## src/rtl/fetch_pkg.sv

```systemverilog
// Shared constants and state encoding for the instruction fetch stage.
// Latency: n/a (declarations only).
// Backpressure: n/a (declarations only).
package fetch_pkg;

   localparam int ADDR_W   = 6;
   localparam int WORD_W   = 16;
   localparam int LONG_BIT = 15;

   typedef enum logic [1:0] {
      IDLE = 2'd0,
      RUN  = 2'd1,
      HOLD = 2'd2
   } fetch_state_t;

endpackage

```

## src/rtl/fetch_output_stage.sv

```systemverilog
// Valid/ready holding register between fetch and decode, with flush.
// Latency: one cycle from load to valid.
// Backpressure: contents held stable while valid && !ready; flush drops them.
module fetch_output_stage
   import fetch_pkg::*;
#(
   parameter int ADDR_W = fetch_pkg::ADDR_W,
   parameter int WORD_W = fetch_pkg::WORD_W
) (
   input  logic                  clock,
   input  logic                  reset,
   input  logic                  flush,
   input  logic                  load,
   input  logic [2*WORD_W-1:0]   load_instruction,
   input  logic                  load_is_long,
   input  logic [ADDR_W-1:0]     load_pc,
   input  logic                  ready,
   output logic                  valid,
   output logic [2*WORD_W-1:0]   instruction,
   output logic                  is_long,
   output logic [ADDR_W-1:0]     pc
);

   // Flush beats load; a load replaces any consumed entry in the same cycle.
   always_ff @(posedge clock) begin
      if (reset) begin
         valid       <= 1'b0;
         instruction <= '0;
         is_long     <= 1'b0;
         pc          <= '0;
      end else if (flush) begin
         valid <= 1'b0;
      end else if (load) begin
         valid       <= 1'b1;
         instruction <= load_instruction;
         is_long     <= load_is_long;
         pc          <= load_pc;
      end else if (ready) begin
         valid <= 1'b0;
      end
   end

endmodule

```

## src/rtl/instruction_fetch_unit.sv

```systemverilog
// Fetch stage: PC, 16/32-bit assembly from two memory ports; INSTRUCTION_FETCH_COUNT_EN adds fetch_count.
// Latency: one cycle pc -> fetch_valid; branch target valid two cycles after the branch cycle.
// Backpressure: fetch_ready=0 with a full output holds pc and outputs (HOLD); no bubble on release.
module instruction_fetch_unit
   import fetch_pkg::*;
#(
   parameter int                ADDR_W   = fetch_pkg::ADDR_W,
   parameter int                WORD_W   = fetch_pkg::WORD_W,
   parameter logic [ADDR_W-1:0] RESET_PC = '0
) (
   input  logic                  clock,
   input  logic                  reset,
   input  logic                  fetch_enable,
   input  logic                  branch_valid,
   input  logic [ADDR_W-1:0]     branch_target,
   output logic [ADDR_W-1:0]     instruction_rd1,
   output logic [ADDR_W-1:0]     instruction_rd2,
   input  logic [WORD_W-1:0]     instruction_rd1_out,
   input  logic [WORD_W-1:0]     instruction_rd2_out,
   output logic                  fetch_valid,
   input  logic                  fetch_ready,
   output logic [2*WORD_W-1:0]   fetch_instruction,
   output logic                  fetch_is_long,
   output logic [ADDR_W-1:0]     fetch_pc
`ifdef INSTRUCTION_FETCH_COUNT_EN
   ,
   output logic [31:0]           fetch_count
`endif
);

   localparam logic [ADDR_W-1:0] PC_ONE = ADDR_W'(1);
   localparam logic [ADDR_W-1:0] PC_TWO = ADDR_W'(2);

   fetch_state_t          state, state_next;
   logic [ADDR_W-1:0]     pc, pc_next;
   logic                  slot_free;
   logic                  capture;
   logic                  word_is_long;
   logic [2*WORD_W-1:0]   assembled;

   assign instruction_rd1 = pc;
   assign instruction_rd2 = pc + PC_ONE;

   assign slot_free    = !fetch_valid || fetch_ready;
   assign word_is_long = instruction_rd1_out[LONG_BIT];
   assign assembled    = word_is_long ? {instruction_rd1_out, instruction_rd2_out}
                                      : {instruction_rd1_out, {WORD_W{1'b0}}};

   // Next-state, next-pc and capture decision; branch outranks everything but reset.
   always_comb begin
      state_next = state;
      pc_next    = pc;
      capture    = 1'b0;
      if (branch_valid) begin
         pc_next    = branch_target;
         state_next = fetch_enable ? RUN : IDLE;
      end else if (!fetch_enable) begin
         state_next = (fetch_valid && !fetch_ready) ? HOLD : IDLE;
      end else begin
         case (state)
            IDLE: state_next = RUN;
            RUN, HOLD: begin
               if (slot_free) begin
                  capture    = 1'b1;
                  pc_next    = pc + (word_is_long ? PC_TWO : PC_ONE);
                  state_next = RUN;
               end else begin
                  state_next = HOLD;
               end
            end
            default: state_next = IDLE;
         endcase
      end
   end

   // PC and FSM state registers.
   always_ff @(posedge clock) begin
      if (reset) begin
         pc    <= RESET_PC;
         state <= IDLE;
      end else begin
         pc    <= pc_next;
         state <= state_next;
      end
   end

   fetch_output_stage #(
      .ADDR_W (ADDR_W),
      .WORD_W (WORD_W)
   ) u_output_stage (
      .clock            (clock),
      .reset            (reset),
      .flush            (branch_valid),
      .load             (capture),
      .load_instruction (assembled),
      .load_is_long     (word_is_long),
      .load_pc          (pc),
      .ready            (fetch_ready),
      .valid            (fetch_valid),
      .instruction      (fetch_instruction),
      .is_long          (fetch_is_long),
      .pc               (fetch_pc)
   );

`ifdef INSTRUCTION_FETCH_COUNT_EN
   // Count instructions actually handed to decode; a branch voids the handshake.
   always_ff @(posedge clock) begin
      if (reset) begin
         fetch_count <= 32'd0;
      end else if (fetch_valid && fetch_ready && !branch_valid) begin
         fetch_count <= fetch_count + 32'd1;
      end
   end
`endif

endmodule

```

## config.mk

```make
export PLATFORM = sky130hd
export DESIGN_NAME = instruction_fetch_unit
export DESIGN_NICKNAME = d
export VERILOG_FILES = /design/src/rtl/fetch_pkg.sv /design/src/rtl/fetch_output_stage.sv /design/src/rtl/instruction_fetch_unit.sv
export SDC_FILE = /design/constraint.sdc
export NUM_CORES = 1
export LEC_CHECK = 0
export ABC_AREA = 1
export CORE_AREA = 3 3 98 100
export DETAILED_ROUTE_END_ITERATION = 12
export DIE_AREA = 0 0 101 103
export GPL_TIMING_DRIVEN = 0
export PLACE_DENSITY = 0.49
export SKIP_CTS_REPAIR_TIMING = 1
export SLEW_MARGIN = 20
export SYNTH_ARGS = -nofsm -noshare
export SYNTH_HDL_FRONTEND = slang
export SYNTH_SLANG_ARGS = --single-unit
```

## constraint.sdc

```tcl
create_clock -name clock -period 1.86 [get_ports clock]
set_clock_uncertainty 0.15 [all_clocks]
set_input_delay 0.279 -clock clock [delete_from_list [all_inputs] [get_ports clock]]
set_output_delay 0.279 -clock clock [all_outputs]
set_load 0.01 [all_outputs]
```

==> results.py <==
metrics = {
    "cells_and_area": {
        "drive_gt1_share_pct": 14.2,
        "final_core_util_pct": 37.4,
        "final_area_sq_um": 3280,
        "diodes": 0,
        "layout.nets": 407,
        "area_growth_pct": 61.6,
    },
    "clocking": {
        "cts_tree": "yes",
        "htree_levels": 2,
        "cts.clk_slew.worst_paths_ns": 0.09,
        "clockBufferDepth": 2,
        "worstSkewPairLatency_ns": 0.30,
        "clock-root-buffer": "clkbuf_8",
        "cts_num_sinks": 47,
        "cts_buffers": 5,
    },
    "placed_design": {
        "hpwl_mm": 4.55,
        "placed_area_sq_um": 3100,
        "gp_congestion": 0.712,
        "place_ws_ns": -0.507,
        "port_buffers": 94,
    },
    "synth": {
        "synthesis.area_sq_um": 2030,
        "synth_cells": 255,
        "synthArstFlopShare_pct": 0,
        "yosysTopAreaCell": "dfxtp_1",
        "postSynthAreaPerCell_sq_um": 7.95,
        "synthesis.nets": 304,
        "ys_ff_latch": 47,
        "synth_compound_area_share_pct": 15.5,
        "synth-xor-area-share_pct": 2.16,
        "synthMuxAreaShare_pct": 0,
        "synthAdderAreaFrac_pct": 4.07,
        "synth_edf_count": 0,
        "synth_area_leaders": "dfxtp_1 (46%), nand2_1 (14%), a21oi_1 (7.6%), a21oi_2 (3.9%), inv_1 (3.5%)",
        "yosys_warnings": 0,
        "synth_ff_type": "dfxtp_1",
        "yosysTopAreaCellShare_pct": 46.4,
        "synth_top_family_by_area": "simple AND/OR/NAND/NOR gates",
        "synth_cell_types": 27,
        "yosys.area_share.simple_pct": 23.7,
        "synth_seq_area_share_pct": 46.4,
    },
    "detailed_routing": {
        "drtIter0Drc": 52,
        "wl_per_cell_um": 13.3,
        "dr.pass1.iters": 4,
        "via_per_inst": 4.22,
        "drc": 0,
        "finalWirelength_mm": 6.23,
        "vias": 1973,
        "ant_nets": 0,
    },
    "job": {
        "maxCapViolations": 0,
    },
    "power": {
        "vdd_drop_max_mv": 0.314,
        "power_leakage_nw": 1.26,
        "power_density_nw_per_um2": 659,
    },
    "die": {
        "dieArea_sq_um": 10400,
        "core-area_sq_um": 8760,
        "die_y_um": 103,
        "initial_core_util_pct": 23.1,
        "num_rows": 34,
        "io_pins": 95,
        "die_w_um": 101,
    },
    "critical_path": {
        "cpPeakStageDelay_ns": 0.35,
        "path_buf_inv": 2,
        "crit_chain": "buf_6 -> nand3_1 -> nor3_2 -> xor2_1 -> clkbuf_2",
        "cpLargestDelayFamily": "simple AND/OR/NAND/NOR gates",
        "crit_required_ns": 1.43,
        "cp-start-kind": "register",
        "cp.arrival_ns": 1.50,
        "critical_path.max_fanout": 10,
        "crit_type": "reg2out",
        "crit_path_end_kind": "primary output",
        "crit_slowest_cell": "dfxtp_1",
    },
    "sta": {
        "tightest_slew_ns": 0.664,
        "rsz0062_at_grt": "yes",
        "finalHoldViolCount": 0,
        "fin_hold_ws_ns": 0.318,
        "period_needed_ns": 1.93,
        "finalSetupViolCount": 1,
        "max_freq_mhz": 518,
        "drv_slew": 0,
        "maxSlewHeadroom_pct": 55.7,
        "layout_setup_ws_ns": -0.0716,
        "period_share_pct": 104,
    },
    "global_routing": {
        "grt_max_degree": 16,
        "grt_use_total_pct": 11.7,
        "grt_pass1_vias": 1883,
        "grt_pass1_wl_mm": 9.56,
        "antenna_found_initial": 0,
        "grt_overflow": 0,
    },
    "status": {
        "outcome": "complete, but fails checks",
        "violations": "setup timing",
    },
    "worst_hold_path": {
        "min_path_type": "reg2reg",
    },
}
## sequential cells by signal, indices dropped and copies added (netlist names)
name	flops
u_output_stage.instruction	31
instruction_rd1	6
u_output_stage.pc	6
state	2
u_output_stage.is_long	1
u_output_stage.valid	1
## cell families after synthesis
logic type,count (synthesis)
adders and majority gates,6
xor gates and xnor gates,5
DFF,47
AOI/OAI and AO/OA,54
buffers and inverters,34
and+or+nand+nor,109
## area by class of cell
class	instances	area [sq um]
buffer	13	105
clock buffer	5	68.8
clock inverter	3	43.8
fill	933	5490
inverter	21	81.3
multi-input combinational	174	941
sequential	47	950
tap	108	135
timing repair buffer	96	953
## cell usage after synthesis (2+ instances only)
library cell / n
o21ai_0: 10
nor2_1: 11
buf_2: 4
dfxtp_1: 47
xor2_1: 5
nand3_1: 9
inv_2: 2
nand2_1: 76
buf_4: 4
inv_1: 19
a21oi_2: 9
ha_1: 5
nand2_2: 9
a21oi_1: 31
buf_1: 2
## through the flow
stage                     total power, mW  std cells  setup TNS (ns)
after global placement               1.40        457           -7.28
after detailed placement             1.40        457           -7.99
final                                2.16        467         -0.0716
after global routing                 2.27        467          -0.209
after CTS                            2.19        465           -2.21
after floorplan                      1.20        255               0
## tightest hold or removal path, cell delays in order, from the launching register on
cell	delay (ns)
dfxtp_1	0.32
nand2_1	0.06
a21oi_1	0.05
## per-layer routing
| metal | wire, um | vias up | global-route usage (%) |
|---|---|---|---|
| met2 | 2890 | 52 | 18.7 |
| met4 | 37 | 0 | 2.76 |
| met3 | 411 | 4 | 3.59 |
| li1 | - | 1023 | - |
| met5 | 0 | - | 0 |
| met1 | 2890 | 894 | 15.5 |
## layout by cell type (no fill, tap or decap), types with 2 or more instances in the layout
master,n
dlymetal6s2s_1,3
nand3_1,9
ha_1,4
nand2_1,76
a21oi_2,9
buf_2,2
clkbuf_8,5
clkbuf_2,2
inv_1,18
o21ai_0,10
inv_2,2
buf_4,6
dfxtp_4,2
clkdlybuf4s50_1,89
dfxtp_1,44
buf_1,2
a21oi_1,31
nor2_1,11
xor2_1,5
nand2_2,9
## final timing paths
| kind | start | endpoint | slack [ns] | cells after the start |
|---|---|---|---|---|
| worst max-delay path | instruction_rd1[2] | instruction_rd2[5] | -0.07 | 5 |
| worst min-delay path | u_output_stage.instruction[22] | u_output_stage.instruction[22] | 0.32 | 2 |
| worst max register to register | state[0] | u_output_stage.instruction[15] | 0.13 | 8 |
| worst min register to register | u_output_stage.instruction[22] | u_output_stage.instruction[22] | 0.32 | 2 |
## power by group
part | internal, mW | switching, mW | total (mW)
registers | 1.03 | 0.0220 | 1.05
clock network | 0.401 | 0.384 | 0.786
logic | 0.181 | 0.142 | 0.323
(Power assumes the default switching activity.)
